`src/rtl/vec_dsp_if.sv`:
```
// Bundles the vector issue, DSP handshake and VRF write signals of the vector sequencer.
// The master side is the sequencer; the slave side is ID, the DSP unit and the VRF.
interface vec_dsp_if #(
   parameter int ELEM_W = 32,
   parameter int IDX_W  = 3
);
   logic              issue_valid;
   logic [2:0]        issue_funct3;
   logic [4:0]        issue_vd;
   logic [4:0]        issue_vs1;
   logic [4:0]        issue_vs2;
   logic [IDX_W:0]    issue_vl;
   logic              stall;
   logic              busy;
   logic              dsp_start;
   logic [2:0]        dsp_op;
   logic [4:0]        vs1_addr;
   logic [4:0]        vs2_addr;
   logic [IDX_W-1:0]  elem_idx;
   logic              dsp_done;
   logic [ELEM_W-1:0] dsp_result;
   logic              vrf_we;
   logic [4:0]        vrf_waddr;
   logic [IDX_W-1:0]  vrf_widx;
   logic [ELEM_W-1:0] vrf_wdata;
   logic              done;
   logic              err;
   logic [2:0]        dbg_state;

   modport master (
      input  issue_valid, issue_funct3, issue_vd, issue_vs1, issue_vs2, issue_vl,
      input  dsp_done, dsp_result,
      output stall, busy, dsp_start, dsp_op, vs1_addr, vs2_addr, elem_idx,
      output vrf_we, vrf_waddr, vrf_widx, vrf_wdata, done, err, dbg_state
   );

   modport slave (
      output issue_valid, issue_funct3, issue_vd, issue_vs1, issue_vs2, issue_vl,
      output dsp_done, dsp_result,
      input  stall, busy, dsp_start, dsp_op, vs1_addr, vs2_addr, elem_idx,
      input  vrf_we, vrf_waddr, vrf_widx, vrf_wdata, done, err, dbg_state
   );
endinterface

```
`src/rtl/vec_dsp_seq.sv`:
```
// Walks a vector instruction through the shared scalar DSP one element at a time,
// stalling IF/ID and writing each result into the VRF; flags illegal or hung operations.
// Handshake: dsp_start is high for the single START cycle; dsp_done is only honoured in WAIT.
module vec_dsp_seq #(
   parameter int ELEM_W  = 32,
   parameter int VLEN    = 8,
   parameter int IDX_W   = 3,
   parameter int TIMEOUT = 16
) (
   input logic      clk,
   input logic      rst_n,
   vec_dsp_if.master bus
);
   localparam int             CNT_W   = (TIMEOUT > 2) ? $clog2(TIMEOUT) : 1;
   localparam logic [CNT_W-1:0] CNT_MAX = CNT_W'(TIMEOUT - 1);
   localparam logic [IDX_W:0]   VL_MAX  = (IDX_W + 1)'(VLEN);

   typedef enum logic [2:0] {IDLE, START, WAIT, WB, DONE} state_t;

   state_t            state_q, state_d;
   logic [2:0]        op_q;
   logic [4:0]        vs1_q, vs2_q, vd_q;
   logic [IDX_W:0]    vl_q;
   logic [IDX_W-1:0]  idx_q, idx_d;
   logic [CNT_W-1:0]  cnt_q, cnt_d;
   logic [ELEM_W-1:0] wdata_q;
   logic              err_q, err_d;
   logic              issue_illegal, latch_issue, capture, in_seq;

   assign issue_illegal = (bus.issue_funct3 == 3'b111) || (bus.issue_vl > VL_MAX);

   always_comb begin
      state_d     = state_q;
      idx_d       = idx_q;
      cnt_d       = cnt_q;
      err_d       = 1'b0;
      latch_issue = 1'b0;
      capture     = 1'b0;
      case (state_q)
         IDLE: begin
            if (bus.issue_valid) begin
               if (issue_illegal) begin
                  err_d = 1'b1;
               end else if (bus.issue_vl == '0) begin
                  state_d = DONE;
               end else begin
                  latch_issue = 1'b1;
                  idx_d       = '0;
                  state_d     = START;
               end
            end
         end
         START: begin
            cnt_d   = '0;
            state_d = WAIT;
         end
         WAIT: begin
            if (bus.dsp_done) begin
               capture = 1'b1;
               state_d = WB;
            end else if (cnt_q == CNT_MAX) begin
               // DSP hung: abandon the whole sequence without writing this element
               err_d   = 1'b1;
               state_d = IDLE;
            end else begin
               cnt_d = cnt_q + 1'b1;
            end
         end
         WB: begin
            if ({1'b0, idx_q} == vl_q - 1'b1) begin
               state_d = DONE;
            end else begin
               idx_d   = idx_q + 1'b1;
               state_d = START;
            end
         end
         DONE:    state_d = IDLE;
         default: state_d = IDLE;
      endcase
   end

   always_ff @(posedge clk) begin
      if (!rst_n) begin
         state_q <= IDLE;
         op_q    <= '0;
         vs1_q   <= '0;
         vs2_q   <= '0;
         vd_q    <= '0;
         vl_q    <= '0;
         idx_q   <= '0;
         cnt_q   <= '0;
         wdata_q <= '0;
         err_q   <= 1'b0;
      end else begin
         state_q <= state_d;
         idx_q   <= idx_d;
         cnt_q   <= cnt_d;
         err_q   <= err_d;
         if (latch_issue) begin
            op_q  <= bus.issue_funct3;
            vs1_q <= bus.issue_vs1;
            vs2_q <= bus.issue_vs2;
            vd_q  <= bus.issue_vd;
            vl_q  <= bus.issue_vl;
         end
         if (capture) wdata_q <= bus.dsp_result;
      end
   end

   assign in_seq        = (state_q == START) || (state_q == WAIT) || (state_q == WB);
   // Stall already in the accepting cycle so ID keeps the instruction until DONE
   assign bus.stall     = in_seq || ((state_q == IDLE) && bus.issue_valid && !issue_illegal
                                     && (bus.issue_vl != '0));
   assign bus.busy      = in_seq;
   assign bus.dsp_start = (state_q == START);
   assign bus.dsp_op    = op_q;
   assign bus.vs1_addr  = vs1_q;
   assign bus.vs2_addr  = vs2_q;
   assign bus.elem_idx  = idx_q;
   assign bus.vrf_we    = (state_q == WB);
   assign bus.vrf_waddr = vd_q;
   assign bus.vrf_widx  = idx_q;
   assign bus.vrf_wdata = wdata_q;
   assign bus.done      = (state_q == DONE);
   assign bus.err       = err_q;
   assign bus.dbg_state = state_q;
endmodule

```
`src/flat_wrapper.sv`:
```
// flat-port wrapper written by rule: the top's interface ports become plain ports
module vec_dsp_seq_flat 
#(
   parameter int ELEM_W  = 32,
   parameter int VLEN    = 8,
   parameter int IDX_W   = 3,
   parameter int TIMEOUT = 16
)
  (clk, rst_n, bus_issue_valid, bus_issue_funct3, bus_issue_vd, bus_issue_vs1, bus_issue_vs2, bus_issue_vl, bus_dsp_done, bus_dsp_result, bus_stall, bus_busy, bus_dsp_start, bus_dsp_op, bus_vs1_addr, bus_vs2_addr, bus_elem_idx, bus_vrf_we, bus_vrf_waddr, bus_vrf_widx, bus_vrf_wdata, bus_done, bus_err, bus_dbg_state);
  vec_dsp_if #(.ELEM_W(ELEM_W), .IDX_W(IDX_W)) bus_i ();
  input logic clk;
  input logic rst_n;
  input wire logic [$bits(bus_i.issue_valid)-1:0] bus_issue_valid;
  input wire logic [$bits(bus_i.issue_funct3)-1:0] bus_issue_funct3;
  input wire logic [$bits(bus_i.issue_vd)-1:0] bus_issue_vd;
  input wire logic [$bits(bus_i.issue_vs1)-1:0] bus_issue_vs1;
  input wire logic [$bits(bus_i.issue_vs2)-1:0] bus_issue_vs2;
  input wire logic [$bits(bus_i.issue_vl)-1:0] bus_issue_vl;
  input wire logic [$bits(bus_i.dsp_done)-1:0] bus_dsp_done;
  input wire logic [$bits(bus_i.dsp_result)-1:0] bus_dsp_result;
  output wire logic [$bits(bus_i.stall)-1:0] bus_stall;
  output wire logic [$bits(bus_i.busy)-1:0] bus_busy;
  output wire logic [$bits(bus_i.dsp_start)-1:0] bus_dsp_start;
  output wire logic [$bits(bus_i.dsp_op)-1:0] bus_dsp_op;
  output wire logic [$bits(bus_i.vs1_addr)-1:0] bus_vs1_addr;
  output wire logic [$bits(bus_i.vs2_addr)-1:0] bus_vs2_addr;
  output wire logic [$bits(bus_i.elem_idx)-1:0] bus_elem_idx;
  output wire logic [$bits(bus_i.vrf_we)-1:0] bus_vrf_we;
  output wire logic [$bits(bus_i.vrf_waddr)-1:0] bus_vrf_waddr;
  output wire logic [$bits(bus_i.vrf_widx)-1:0] bus_vrf_widx;
  output wire logic [$bits(bus_i.vrf_wdata)-1:0] bus_vrf_wdata;
  output wire logic [$bits(bus_i.done)-1:0] bus_done;
  output wire logic [$bits(bus_i.err)-1:0] bus_err;
  output wire logic [$bits(bus_i.dbg_state)-1:0] bus_dbg_state;
  assign bus_i.issue_valid = bus_issue_valid;
  assign bus_i.issue_funct3 = bus_issue_funct3;
  assign bus_i.issue_vd = bus_issue_vd;
  assign bus_i.issue_vs1 = bus_issue_vs1;
  assign bus_i.issue_vs2 = bus_issue_vs2;
  assign bus_i.issue_vl = bus_issue_vl;
  assign bus_i.dsp_done = bus_dsp_done;
  assign bus_i.dsp_result = bus_dsp_result;
  assign bus_stall = bus_i.stall;
  assign bus_busy = bus_i.busy;
  assign bus_dsp_start = bus_i.dsp_start;
  assign bus_dsp_op = bus_i.dsp_op;
  assign bus_vs1_addr = bus_i.vs1_addr;
  assign bus_vs2_addr = bus_i.vs2_addr;
  assign bus_elem_idx = bus_i.elem_idx;
  assign bus_vrf_we = bus_i.vrf_we;
  assign bus_vrf_waddr = bus_i.vrf_waddr;
  assign bus_vrf_widx = bus_i.vrf_widx;
  assign bus_vrf_wdata = bus_i.vrf_wdata;
  assign bus_done = bus_i.done;
  assign bus_err = bus_i.err;
  assign bus_dbg_state = bus_i.dbg_state;
  vec_dsp_seq #(.ELEM_W(ELEM_W), .VLEN(VLEN), .IDX_W(IDX_W), .TIMEOUT(TIMEOUT)) u_core (.clk(clk), .rst_n(rst_n), .bus(bus_i));
endmodule
```
`config.mk`:
```
export PLATFORM = sky130hd
export DESIGN_NAME = vec_dsp_seq_flat
export DESIGN_NICKNAME = d
export VERILOG_FILES = /design/src/rtl/vec_dsp_if.sv /design/src/rtl/vec_dsp_seq.sv /design/src/flat_wrapper.sv
export SDC_FILE = /design/constraint.sdc
export NUM_CORES = 1
export LEC_CHECK = 0
export CAP_MARGIN = 20
export CORE_MARGIN = 1
export CORE_UTILIZATION = 40
export DETAILED_ROUTE_END_ITERATION = 8
export GPL_ROUTABILITY_DRIVEN = 0
export PLACE_DENSITY = 0.79
export SLEW_MARGIN = 20
export SYNTH_ARGS = -nofsm -noshare
export SYNTH_HDL_FRONTEND = slang
export SYNTH_SLANG_ARGS = --single-unit
```
`constraint.sdc`:
```
create_clock -name clk -period 2.1 [get_ports clk]
set_input_delay 0.315 -clock clk [delete_from_list [all_inputs] [get_ports clk]]
set_output_delay 0.315 -clock clk [all_outputs]
set_load 0.02 [all_outputs]
```
==> impl_metrics.env, run 1 <==
export IMPL_outcome="finished, final reports clean"
export IMPL_fp_row_count=30
export IMPL_timing_final_crit_share_pct=95.72
export IMPL_synth_common_cells="nand2_1, dfxtp_1, a21boi_1"
export IMPL_seq_power_share_pct=41.2
export IMPL_nets=491
export IMPL_antennaDiodeCount=0
export IMPL_n_fill_cell=585
export IMPL_synth_nets=364
export IMPL_drt_iter0_markers=110
export IMPL_totalWireLength_mm=6.816
export IMPL_synth_xor_area_share_pct=1.444
export IMPL_clk_pin_slew_worst_paths_ns=0.08
export IMPL_synthArstFlopShare_pct=0
export IMPL_ys_flop_type="dfxtp_1"
export IMPL_die_w_um=86.56
export IMPL_initial_core_util_pct=41.64
export IMPL_dpl_hpwl_mm=4.904
export IMPL_drc=0
export IMPL_fmax_mhz=497.5
export IMPL_cp_required_ns=1.78
export IMPL_clk_latency_ns=0.34
export IMPL_path_cells="clkdlybuf4s50_1 -> or4_4 -> nand4_4 -> o21ai_0 -> clkbuf_2"
export IMPL_avgSynthCellArea_um2=9.440
export IMPL_gr_total_overflow=0
export IMPL_final_util_pct=63.95
export IMPL_irDropWorstVdd_uv=467.1
export IMPL_firstDrtPassIters=4
export IMPL_drive_gt1_share_pct=9.885
export IMPL_grt_use_total_pct=18.65
export IMPL_wire_per_inst_um=12.84
export IMPL_maxSlewViolCount=0
export IMPL_powerDensity_nw_per_um2=754.9
export IMPL_port_buffers=122
export IMPL_min_period_ns=2.010
export IMPL_grt_pass1_wl_mm=10.81
export IMPL_cap_violations=0
export IMPL_cts_tree="built"
export IMPL_vias=2486
export IMPL_area_growth_pct=53.59
export IMPL_via_per_inst=4.682
export IMPL_core_um2=6869
export IMPL_synth_cell_types=40
export IMPL_ys_warn_count=0
export IMPL_synth_top_area_share_pct=45.49
export IMPL_synthCells=303
export IMPL_setup_viol=0
export IMPL_synth_top_family_by_area="simple AND/OR/NAND/NOR gates"
export IMPL_timing_worst_slew_pin_value_ns=0.4059
export IMPL_synth_top_area_cell="dfxtp_1"
export IMPL_swShare_pct=29.49
export IMPL_grt_max_degree=29
export IMPL_crit_fanout=3
export IMPL_hold_violations=0
export IMPL_grt_pass1_vias=2298
export IMPL_root_buffer="clkbuf_8"
export IMPL_switchingPower_uw=978.0
export IMPL_synth_area_um2=2860
export IMPL_htree_levels=3
export IMPL_path_class="in -> out"
export IMPL_cp_slowest_cell="or4_4"
export IMPL_synthTopCellsByArea="dfxtp_1, nand2_1, mux2i_1"
export IMPL_seq_area_um2=1301
export IMPL_numCtsBuffers=9
export IMPL_synth_compound_gate_area_share_pct=13.82
export IMPL_rsz0062_at_grt="false"
export IMPL_synthAdderAreaFrac_pct=1.312
export IMPL_cp_slowest_stage_delay_ns=0.58
export IMPL_p_leak_uw=0.001738
export IMPL_multi_input_comb_area_um2=1398
export IMPL_cp_arrival_ns=1.70
export IMPL_dieHeight_um=86.56
export IMPL_synth_edf_count=0
export IMPL_drtAntennaViolNets=0
export IMPL_placed_area_um2=4192
export IMPL_ys_seq_area_share_pct=45.49
export IMPL_cp_end_kind="output port"
export IMPL_intPower_uw=2338
export IMPL_die_area_um2=7493
export IMPL_post_synth_top_count_cell="nand2_1"
export IMPL_fin_area_um2=4393
export IMPL_max_slew_margin_pct=72.94
export IMPL_clock_sinks=65
export IMPL_fin_skew_ns=0.008602
export IMPL_io_pins=123
export IMPL_p_comb_share_pct=25.8
export IMPL_crit_path_start_kind="primary input"
export IMPL_synth_mux_area_share_pct=8.443
export IMPL_yosys_area_share_simple_pct=23.84
export IMPL_cts_buffer_depth=2
export IMPL_ys_ff_latch=65
export IMPL_antenna_found_initial=0
export IMPL_postCtsSetupBuffers=0
export IMPL_min_path_type="in -> reg"
export IMPL_p_clk_share_pct=33.0
## routing by layer
metal  vias to the layer above  track usage [%]  share of wire [%]
li1                       1270                -                  -
met4                         0            9.091                1.5
met5                         -                0                  0
met1                      1137            21.88                 44
met3                        11            4.952                5.4
met2                        68            31.60                 49
## placed cells by master, fill, tap and decap left out, drive strengths merged, types with 2 or more instances in the layout
cell	n
clkdlybuf4s50	116
nand2	71
dfxtp	65
a21boi	34
mux2i	23
nor2b	23
buf	16
clkbuf	11
a21oi	7
inv	6
nand2b	5
nor2	4
nand3	4
o21ai	3
and2	3
nor4	3
ha	3
clkinvlp	3
nor3	3
nor3b	2
nor4b	2
or3	2
and3	2
o31a	2
xnor2	2
o22ai	2
dlymetal6s2s	2
dlygate4sd2	2
nand3b	2
## worst paths after layout
check,start,to,slack (ns),cells after the start
worst max register to register,u_core.vl_q[0]$_SDFFE_PN0P_,u_core.bus.elem_idx[2]$_SDFFE_PN0P_,0.20,6
worst max-delay path,bus_issue_vl[0],bus_stall,0.09,5
worst min-delay path,rst_n,u_core.bus.vrf_wdata[21]$_SDFFE_PN0N_,0.40,2
worst min register to register,u_core.bus.vrf_wdata[0]$_SDFFE_PN0N_,u_core.bus.vrf_wdata[0]$_SDFFE_PN0N_,0.45,2
## critical path: cells and delay by family
| kind | cells | cell delay, ns |
|---|---|---|
| AND/OR/NAND/NOR | 2 | 0.69 |
| AO/OA/AOI/OAI | 1 | 0.08 |
| buffers and inverters | 2 | 0.62 |
## registers in the layout, indices dropped and copies added, names as in the netlist
register,flops
u_core.bus.vrf_wdata,32
u_core.bus.vrf_waddr,5
u_core.bus.vs1_addr,5
u_core.bus.vs2_addr,5
u_core.cnt_q,4
u_core.vl_q,4
u_core.bus.dbg_state,3
u_core.bus.dsp_op,3
u_core.bus.elem_idx,3
u_core.bus.err,1
## metrics by stage
stage / std cells / total power (uW) / hold WS [ns] / TNS, ns / setup WS [ns]
after floorplan: 303 / 1882 / 0.4499 / 0 / 0.1168
after global routing: 531 / 3484 / 0.4134 / 0 / 0.01613
final: 531 / 3316 / 0.4034 / 0 / 0.08998
after CTS: 531 / 3364 / 0.4045 / -0.05673 / -0.05673
after detailed placement: 515 / 2270 / 0.4480 / -3.883 / -0.2942
after global placement: 515 / 2252 / 0.4402 / -3.491 / -0.2919
## power groups by stage
stage	logic, uW	registers, uW	clock network [uW]
6_report	855	1370	1090
5_1_grt	919	1380	1190
4_1_cts	868	1370	1130
3_5_place_dp	874	1400	0
3_3_place_gp	861	1390	0
2_1_floorplan	395	1490	0
## cell families (layout without fill, tap and decap cells)
group / count (synthesis) / count (layout)
simple gates: 128 / 128
flops: 65 / 65
compound gates: 54 / 54
buf+inv: 26 / 158
mux: 24 / 24
fa+ha+maj: 3 / 3
xor+xnor: 3 / 3
## cell type report
cell class	count	area share, %
clock buffer	10	3.133
tap	96	2.734
inverter	5	0.4272
clock inverter	6	1.510
timing repair buffer	137	30.76
multi-input combinational	212	31.81
sequential	65	29.62
## repair_timing
item,4_1_cts,5_1_grt
hold endpoints to repair,0,0
gates resized for setup,4,4
setup endpoints to repair,3,3
hold buffers,0,0
No activity file was read; power rests on OpenSTA's default activity.
==> run 2, diff against run 1 <==
CORE_MARGIN = default   (was 1)
==> results of run 2 <==
Same layout as run 1: the final DEF is identical, and so are final timing and power.
